**config.mk**
```make
export PLATFORM = sky130hd
export DESIGN_NAME = dsp_mult_share_arb_flat
export DESIGN_NICKNAME = d
export VERILOG_FILES = /design/src/rtl/dsp_mult_share_arb_if.sv /design/src/rtl/dsp_mult_share_arb.sv /design/src/flat_wrapper.sv
export SDC_FILE = /design/constraint.sdc
export NUM_CORES = 1
export LEC_CHECK = 0
export CORE_UTILIZATION = 40
export DETAILED_ROUTE_END_ITERATION = 12
export PLACE_DENSITY_LB_ADDON = 0.12
export SKIP_LAST_GASP = 1
export SYNTH_ARGS = -nofsm -noshare
export SYNTH_HDL_FRONTEND = slang
export SYNTH_SLANG_ARGS = --single-unit
```
**constraint.sdc**
```tcl
create_clock -name clk -period 6.42 [get_ports clk]
set_input_delay 1.926 -clock clk [delete_from_list [all_inputs] [get_ports clk]]
set_output_delay 1.926 -clock clk [all_outputs]
set_load 0.02 [all_outputs]
```
**src/rtl/dsp_mult_share_arb_if.sv**
```systemverilog
// rtl/dsp_mult_share_arb_if.sv - request/response bundle for the shared multiply-add arbiter
interface dsp_mult_share_arb_if #(
  parameter int NREQ = 4,
  parameter int A_W  = 16,
  parameter int B_W  = 18,
  parameter int P_W  = 48,
  parameter int IDW  = (NREQ > 1) ? $clog2(NREQ) : 1
);
  logic [NREQ-1:0]     req_valid;
  logic [NREQ-1:0]     req_ready;
  logic [NREQ*A_W-1:0] req_a;
  logic [NREQ*B_W-1:0] req_b;
  logic [NREQ-1:0]     req_c;
  logic                hold;
  logic [NREQ-1:0]     rsp_valid;
  logic [P_W-1:0]      rsp_p;
  logic [IDW-1:0]      rsp_id;
  logic                busy;

  // requester side: drives operands, sinks grants and results
  modport master (
    output req_valid, req_a, req_b, req_c, hold,
    input  req_ready, rsp_valid, rsp_p, rsp_id, busy
  );

  // arbiter side
  modport slave (
    input  req_valid, req_a, req_b, req_c, hold,
    output req_ready, rsp_valid, rsp_p, rsp_id, busy
  );
endinterface

```
**src/rtl/dsp_mult_share_arb.sv**
```systemverilog
// rtl/dsp_mult_share_arb.sv - round-robin sharing of one pipelined unsigned multiply-add
module dsp_mult_share_arb #(
  parameter int NREQ = 4,
  parameter int LAT  = 3,
  parameter int A_W  = 16,
  parameter int B_W  = 18,
  parameter int P_W  = 48
) (
  input  logic                 clk,
  input  logic                 rst,
  dsp_mult_share_arb_if.slave  bus
);
  localparam int IDW = $clog2(NREQ);

  logic [IDW-1:0]  ptr;
  logic [NREQ-1:0] gnt;
  logic [IDW-1:0]  gnt_id;
  logic            found;
  logic [IDW:0]    cand;
  logic            accept;
  logic [A_W-1:0]  sel_a;
  logic [B_W-1:0]  sel_b;
  logic            sel_c;

  // signals presented to the output register by the last pipeline stage
  logic            out_v;
  logic [IDW-1:0]  out_id;
  logic [P_W-1:0]  out_p;
  logic [NREQ-1:0] out_onehot;
  logic            pipe_any;

  // round-robin search starting at ptr; hold suppresses every grant
  always_comb begin
    gnt    = '0;
    gnt_id = '0;
    found  = 1'b0;
    cand   = '0;
    for (int k = 0; k < NREQ; k++) begin
      cand = {1'b0, ptr} + (IDW+1)'(k);
      if (cand >= (IDW+1)'(NREQ)) begin
        cand = cand - (IDW+1)'(NREQ);
      end
      if (!found && !bus.hold && bus.req_valid[cand[IDW-1:0]]) begin
        found  = 1'b1;
        gnt_id = cand[IDW-1:0];
      end
    end
    if (found) begin
      gnt[gnt_id] = 1'b1;
    end
  end

  assign bus.req_ready = gnt;
  assign accept        = found;

  assign sel_a = bus.req_a[gnt_id*A_W +: A_W];
  assign sel_b = bus.req_b[gnt_id*B_W +: B_W];
  assign sel_c = bus.req_c[gnt_id];

  // priority moves just past the requester that was served
  always_ff @(posedge clk or posedge rst) begin
    if (rst) begin
      ptr <= '0;
    end else if (accept) begin
      ptr <= (gnt_id == IDW'(NREQ-1)) ? '0 : gnt_id + 1'b1;
    end
  end

  generate
    if (LAT == 1) begin : g_direct
      // the output register is the only stage
      assign out_v    = accept;
      assign out_id   = gnt_id;
      assign out_p    = P_W'(sel_a) * P_W'(sel_b) + P_W'(sel_c);
      assign pipe_any = 1'b0;
    end else begin : g_staged
      logic           s0_v;
      logic [IDW-1:0] s0_id;
      logic [A_W-1:0] s0_a;
      logic [B_W-1:0] s0_b;
      logic           s0_c;
      logic [P_W-1:0] s0_prod;

      // input register: the operand set of the granted requester plus its tag
      always_ff @(posedge clk or posedge rst) begin
        if (rst) begin
          s0_v  <= 1'b0;
          s0_id <= '0;
          s0_a  <= '0;
          s0_b  <= '0;
          s0_c  <= 1'b0;
        end else begin
          s0_v  <= accept;
          s0_id <= gnt_id;
          s0_a  <= sel_a;
          s0_b  <= sel_b;
          s0_c  <= sel_c;
        end
      end

      assign s0_prod = P_W'(s0_a) * P_W'(s0_b) + P_W'(s0_c);

      if (LAT == 2) begin : g_short
        assign out_v    = s0_v;
        assign out_id   = s0_id;
        assign out_p    = s0_prod;
        assign pipe_any = s0_v;
      end else begin : g_long
        logic [LAT-3:0] pv;
        logic [IDW-1:0] pid [LAT-2];
        logic [P_W-1:0] pp  [LAT-2];

        // product stages carry the tagged result toward the output register
        always_ff @(posedge clk or posedge rst) begin
          if (rst) begin
            pv <= '0;
            for (int k = 0; k < LAT-2; k++) begin
              pid[k] <= '0;
              pp[k]  <= '0;
            end
          end else begin
            pv[0]  <= s0_v;
            pid[0] <= s0_id;
            pp[0]  <= s0_prod;
            for (int k = 1; k < LAT-2; k++) begin
              pv[k]  <= pv[k-1];
              pid[k] <= pid[k-1];
              pp[k]  <= pp[k-1];
            end
          end
        end

        assign out_v    = pv[LAT-3];
        assign out_id   = pid[LAT-3];
        assign out_p    = pp[LAT-3];
        assign pipe_any = s0_v | (|pv);
      end
    end
  endgenerate

  // route the strobe to the owning requester only
  always_comb begin
    out_onehot = '0;
    if (out_v) begin
      out_onehot[out_id] = 1'b1;
    end
  end

  // output register: single-cycle strobe, result and tag hold between strobes
  always_ff @(posedge clk or posedge rst) begin
    if (rst) begin
      bus.rsp_valid <= '0;
      bus.rsp_p     <= '0;
      bus.rsp_id    <= '0;
      bus.busy      <= 1'b0;
    end else begin
      bus.rsp_valid <= out_onehot;
      if (out_v) begin
        bus.rsp_p  <= out_p;
        bus.rsp_id <= out_id;
      end
      // something is in flight next cycle if a stage before the output is loaded
      bus.busy <= accept | pipe_any;
    end
  end
endmodule

```
**src/flat_wrapper.sv**
```systemverilog
// flat-port wrapper written by rule: the top's interface ports become plain ports
module dsp_mult_share_arb_flat 
#(
  parameter int NREQ = 4,
  parameter int LAT  = 3,
  parameter int A_W  = 16,
  parameter int B_W  = 18,
  parameter int P_W  = 48
)
  (clk, rst, bus_req_valid, bus_req_a, bus_req_b, bus_req_c, bus_hold, bus_req_ready, bus_rsp_valid, bus_rsp_p, bus_rsp_id, bus_busy);
  dsp_mult_share_arb_if #(.NREQ(NREQ), .A_W(A_W), .B_W(B_W), .P_W(P_W)) bus_i ();
  input  logic clk;
  input  logic rst;
  input wire logic [$bits(bus_i.req_valid)-1:0] bus_req_valid;
  input wire logic [$bits(bus_i.req_a)-1:0] bus_req_a;
  input wire logic [$bits(bus_i.req_b)-1:0] bus_req_b;
  input wire logic [$bits(bus_i.req_c)-1:0] bus_req_c;
  input wire logic [$bits(bus_i.hold)-1:0] bus_hold;
  output wire logic [$bits(bus_i.req_ready)-1:0] bus_req_ready;
  output wire logic [$bits(bus_i.rsp_valid)-1:0] bus_rsp_valid;
  output wire logic [$bits(bus_i.rsp_p)-1:0] bus_rsp_p;
  output wire logic [$bits(bus_i.rsp_id)-1:0] bus_rsp_id;
  output wire logic [$bits(bus_i.busy)-1:0] bus_busy;
  assign bus_i.req_valid = bus_req_valid;
  assign bus_i.req_a = bus_req_a;
  assign bus_i.req_b = bus_req_b;
  assign bus_i.req_c = bus_req_c;
  assign bus_i.hold = bus_hold;
  assign bus_req_ready = bus_i.req_ready;
  assign bus_rsp_valid = bus_i.rsp_valid;
  assign bus_rsp_p = bus_i.rsp_p;
  assign bus_rsp_id = bus_i.rsp_id;
  assign bus_busy = bus_i.busy;
  dsp_mult_share_arb #(.NREQ(NREQ), .LAT(LAT), .A_W(A_W), .B_W(B_W), .P_W(P_W)) u_core (.clk(clk), .rst(rst), .bus(bus_i));
endmodule
```
# After elaboration in Yosys (flattened, before gate mapping)
# Index checks and enable logic that the tools add are counted.
[classes] n_addsub=9 shift=2 bitwise_logic=2 eq_ne=1 muxes=29 mul=2 reduce_logical=13 magnitude_cmp=12
[ops] cell="$shiftx 72x8->18" n=1
[ops] cell="$shiftx 64x7->16" n=1
[ops] cell="$add 34x1->35" n=1
[ops] cell="$mul 16x18->34" n=1
[ops] cell="$lt 2x3->1 const B" n=6
[ops] cell="$mux 2" n=9
[ops] cell="$mux 1" n=11
[ops] cell="$bmux 1 s2" n=5
[ops] cell="$ge 3x3->1 const B" n=3
[ops] cell="$logic_and 1x1->1" n=9
[ops] cell="$mux 4" n=2
[ops] cell="$sub 2x1->2 const B" n=4
[ops] cell="$add 2x2->3 const B" n=2
[ops] cell="$mul 2x4->6 const B" n=1
[ops] cell="$demux 1 s2" n=2
[ops] cell="$ge 2x1->1 const B" n=2
[ops] cell="$logic_not 1->1" n=4
[ops] cell="$add 2x1->3 const B" n=1
[ops] cell="$ge 2x3->1 const B" n=1
[ops] cell="$add 2x1->2 const B" n=1
[ops] cell="$eq 2x2->1 const B" n=1
[ops] cell="$or 1x1->1" n=2
[totals] elab_cells=83 output_inout_bits=59 ff_bits=146

# Depth between registers and ports, before layout
[depth] ltp_word=23 depth_mapped=22 mapped_depth_nobuf=19

# Worst setup path after synthesis
# OpenSTA, ideal clock, no wires.
[synth_timing] path_type="reg2reg" from="reg u_core.g_staged.s0_a[7]" to="reg u_core.g_staged.g_long.pp[30] in the netlist's numbering" required_time_ps=6293 period_less_slack_ps=5752 stages_incl_launch_ff=20 path_slack_ps=668 t_arrival_ps=5625 setup_ps=127 path_buffers=3 path_cell_list="dfrtp_1 > clkbuf_1 > clkbuf_1 > nand2_1 > fa_1 > fa_1 > inv_1 > fa_1 > fa_1 > fa_1 > inv_1 > fa_1 > inv_1 > ha_1 > clkbuf_1 > a21oi_1 > o21a_1 > o311ai_0 > a211oi_1 > xnor2_1"
[synth_via] elab_chain_cells=2
[synth_rtl] element="start: declaration" line="dsp_mult_share_arb.sv:79" rtl="logic [A_W-1:0] s0_a;"
[synth_rtl] element="start signal: assignment" line="dsp_mult_share_arb.sv:95" rtl="s0_a <= sel_a;"
[synth_rtl] element="$mul 16x18->34" line="dsp_mult_share_arb.sv:101" rtl="assign s0_prod = P_W'(s0_a) * P_W'(s0_b) + P_W'(s0_c);"
[synth_rtl] element="$add 34x1->35" line="dsp_mult_share_arb.sv:101"
[synth_rtl] element="named net u_core.g_staged.s0_prod[30]" line="dsp_mult_share_arb.sv:82" rtl="logic [P_W-1:0] s0_prod;"
[synth_rtl] element="end signal: indexed assignment" line="dsp_mult_share_arb.sv:128" rtl="pp[k] <= pp[k-1];"
[synth_rtl] element="end: declaration" line="dsp_mult_share_arb.sv:111" rtl="logic [P_W-1:0] pp [LAT-2];"
# The timed path passes the listed nets, and every way through them passes these cells.
# A chain may end at the register's enable or synchronous reset.

# Final worst setup path
[layout_timing] from="in bus_req_valid[0]" to="out bus_req_ready[3]"
[layout_via] elab_chain_cells=21 word_cells_on_any_way=32
[layout_rtl] element="start: declaration" line="flat_wrapper.sv:14" rtl="input wire logic [$bits(bus_i.req_valid)-1:0] bus_req_valid;"
[layout_rtl] element="$bmux 1 s2" line="dsp_mult_share_arb.sv:43" rtl="if (!found && !bus.hold && bus.req_valid[cand[IDW-1:0]]) begin"
[layout_rtl] element="$mux 1 (implied by the code)" line="dsp_mult_share_arb.sv:43"
[layout_rtl] element="$logic_and 1x1->1" line="dsp_mult_share_arb.sv:43"
[layout_rtl] element="$mux 1" line="dsp_mult_share_arb.sv:43"
[layout_rtl] element="$logic_not 1->1" line="dsp_mult_share_arb.sv:43"
[layout_rtl] element="$logic_and 1x1->1 (2 in series)" line="dsp_mult_share_arb.sv:43"
[layout_rtl] element="$mux 1" line="dsp_mult_share_arb.sv:43"
[layout_rtl] element="$logic_not 1->1" line="dsp_mult_share_arb.sv:43"
[layout_rtl] element="[... 4 more ...]"
[layout_rtl] element="$logic_and 1x1->1 (2 in series)" line="dsp_mult_share_arb.sv:43"
[layout_rtl] element="$mux 2 *" line="dsp_mult_share_arb.sv:43"
[layout_rtl] element="named net u_core.gnt_id[0]" line="dsp_mult_share_arb.sv:17" rtl="logic [IDW-1:0] gnt_id;"
[layout_rtl] element="$lt 2x3->1 (implied by the code) / $ge 2x1->1 (equally long branches)" line="dsp_mult_share_arb.sv:49" rtl="gnt[gnt_id] = 1'b1;"
[layout_rtl] element="$logic_and 1x1->1 (implied by the code)" line="dsp_mult_share_arb.sv:49"
[layout_rtl] element="$mux 1 (implied by the code)" line="dsp_mult_share_arb.sv:49"
[layout_rtl] element="$demux 1 s2 *"
[layout_rtl] element="$mux 4 *" line="dsp_mult_share_arb.sv:48" rtl="if (found) begin"
[layout_rtl] element="end: declaration" line="flat_wrapper.sv:19" rtl="output wire logic [$bits(bus_i.req_ready)-1:0] bus_req_ready;"
# Mark *: on every way through the listed nets, which the timed path passes. The rest lies on a longest branch. The select of a mux whose other input is x is not followed.

==> flow_metrics.py <==
metrics = {
    "outcome": {
        "status": "finished, final reports clean",
    },
    "synth": {
        "synth-seq-cells": 120,
        "synthFlopType": "dfrtp_1",
        "synth_area_mm2": 0.0150,
        "async_flop_share": 1.00,
        "syn_area_per_cell_um2": 9.86,
        "syn_inst": 1521,
        "yosys.area.top_type": "fa_1",
        "synth_edf_count": 0,
        "synth_top_area_frac": 0.298,
        "synth.most_common_cell": "inv_1",
        "synth_commonest_cells": "inv_1, fa_1, nand2_1",
        "yosysSeqAreaShare": 0.200,
        "synth_area_leaders": "fa_1, dfrtp_1, ha_1",
        "yosysWarnings": 0,
        "ys_types": 74,
    },
    "setup_path": {
        "arrival_ns": 4.32,
        "crit_path_end": "bus_req_ready[3]",
        "r2r_cells": 17,
        "timing.critical_path.fanout_max": 5,
        "required_ns": 4.49,
        "critPathLaunch": "bus_req_valid[0]",
        "rrSetupSlack_ns": 0.29,
        "path_class": "in -> out",
        "rr_startpoint": "u_core.g_staged.s0_b[7]",
        "start_kind": "primary input",
        "worstReg2RegEnd": "u_core.g_staged.g_long.pp[30]",
        "end_kind": "output pin",
    },
    "cts": {
        "cts_buffers": 17,
        "cts_tree": "built",
        "cts_resized": 0,
        "clkTransAtPathRegs_ns": 0.06,
        "cts_max_path_buffers": 2,
        "worstSkewPairLatency_ns": 0.44,
        "htree_levels": 4,
        "post_cts_buffers": 0,
        "cts.sinks": 120,
        "holdBufCountCts": 0,
        "cts-root-buf": "clkbuf_16",
    },
    "route": {
        "vias": 11573,
        "drc_errors": 0,
        "drt_wl_total_um": 40600,
        "dr.pass1.iters": 5,
        "via_per_inst": 5.32,
        "wire_per_inst_um": 18.7,
        "drt_iter0_drc": 554,
        "final_antenna_net_count": 0,
    },
    "layout": {
        "layout-drive-gt1-share": 0.101,
        "area_delta_synth_final_pct": 20.5,
        "design_area_mm2": 0.0181,
        "finalNetCount": 2180,
    },
    "placed_design": {
        "dp_worst_setup_slack_ns": 0.0634,
        "place_hpwl_um": 32000,
        "port_buffers": 192,
        "place_area_mm2": 0.0175,
        "routabilityCongestion": 0.865,
    },
    "timing": {
        "whs_ns": 0.374,
        "setup_tns_ns": 0,
        "fin_crit_sh": 0.973,
        "relSlewSlack": 0.315,
        "setup_violations": 0,
        "hold_viol": 0,
        "max_freq_ghz": 0.160,
        "worst_slack_ns": 0.176,
        "drv_slew": 0,
        "period_minus_slack_ns": 6.24,
        "worst_pin_slew_ns": 1.02,
        "rsz0062_at_grt": "false",
        "finalClockSkew_ns": 0.0142,
    },
    "floorplan": {
        "initial_utilization": 0.408,
        "core_mm2": 0.0368,
        "die-width_um": 196,
        "row_count": 70,
        "ios": 206,
        "dieArea_mm2": 0.0383,
        "fp.dieH_um": 196,
    },
    "global_routing": {
        "antenna_found_initial": 2,
        "grt_pass1_vias": 12223,
        "grtUsageTotal": 0.218,
        "grt_pass1_wl_um": 64900,
        "grt_start_max_net_pins": 67,
        "overflow": 0,
    },
    "run": {
        "drv_cap": 0,
    },
    "worst_hold_path": {
        "hold_path.class": "reg -> reg",
    },
}
==> through the flow <==
step / std cells / utilization
finish: 2175 / 0.492
global route: 2174 / 0.491
CTS: 2174 / 0.491
detailed placement: 2142 / 0.475
global placement: 2142 / 0.475
floorplan: 1533 / -
==> critical path, cell delays in order <==
cell,delay (ns)
clkdlybuf4s50_1,0.50
buf_4,0.20
mux2_4,0.27
a221oi_2,0.28
nand2_2,0.14
inv_2,0.12
ha_1,0.16
and2_1,0.12
clkdlybuf4s50_1,0.60
==> worst min-delay path by stage <==
| stage | start | to | slack, ns | cells past startpoint |
|---|---|---|---|---|
| detailed placement | u_core.g_staged.s0_id[1] | u_core.g_staged.g_long.pid[1] | 0.35 | 0 |
| CTS | u_core.g_staged.s0_id[1] | u_core.g_staged.g_long.pid[1] | 0.37 | 0 |
| finish | u_core.g_staged.s0_id[0] | u_core.g_staged.g_long.pid[0] | 0.37 | 0 |
| global route | u_core.g_staged.s0_id[1] | u_core.g_staged.g_long.pid[1] | 0.38 | 0 |
| global placement | u_core.g_staged.s0_v | u_core.g_staged.g_long.pv | 0.35 | 0 |
| floorplan | u_core.g_staged.s0_id[0] | u_core.g_staged.g_long.pid[0] | 0.33 | 0 |
==> logic make-up (layout without fill, tap and decap cells) <==
kind of cell	Yosys count	in the layout	share of synthesized area
other cells	1	14	0.000250
compound gates	245	245	0.133
mux	38	38	0.0287
fa+ha+maj	340	340	0.395
simple gates	400	400	0.133
flops	120	120	0.200
xor+xnor	27	27	0.0158
buf+inv	350	523	0.0941
==> flip-flops by register name, summed over array words and instances, names as in the netlist <==
name,cells
u_core.bus.rsp_p,35
u_core.g_staged.g_long.pid,2
u_core.bus.rsp_id,2
u_core.g_staged.s0_v,1
u_core.g_staged.g_long.pp,35
u_core.bus.busy,1
u_core.g_staged.g_long.pv,1
u_core.bus.rsp_valid,4
u_core.ptr,2
u_core.g_staged.s0_a,16
u_core.g_staged.s0_b,18
u_core.g_staged.s0_c,1
u_core.g_staged.s0_id,2
==> cells in the final DEF, fill, tap and decap left out, types with 23 or more instances in the layout <==
master             n
o22a_1            36
mux2_2            36
a21oi_1           43
nand2_1          180
buf_4             49
ha_1             117
o32a_1            36
clkdlybuf4s50_1  188
nor2_1            23
o221a_2           35
and2_1           137
dfrtp_1          115
fa_1             223
inv_1            248
==> layer usage <==
metal	vias up	global-route usage	share of wire
met5	-	0	0
met4	0	0.0608	0.024
met3	54	0.0421	0.045
met2	269	0.373	0.50
met1	5948	0.282	0.43
li1	5302	-	-
==> layout make-up <==
type	instances	area, µm²
Antenna cell	1	2.50
Clock inverter	13	144
Sequential cell	120	3010
Clock buffer	19	453
Timing Repair Buffer	241	2300
Fill cell	3489	18700
Tap cell	468	586
Inverter	250	941
Multi-Input combinational cell	1063	10600
Power is left out: the tool's default activity adds up to more than one toggle a clock period on the data nets, which glitch-free logic cannot reach.
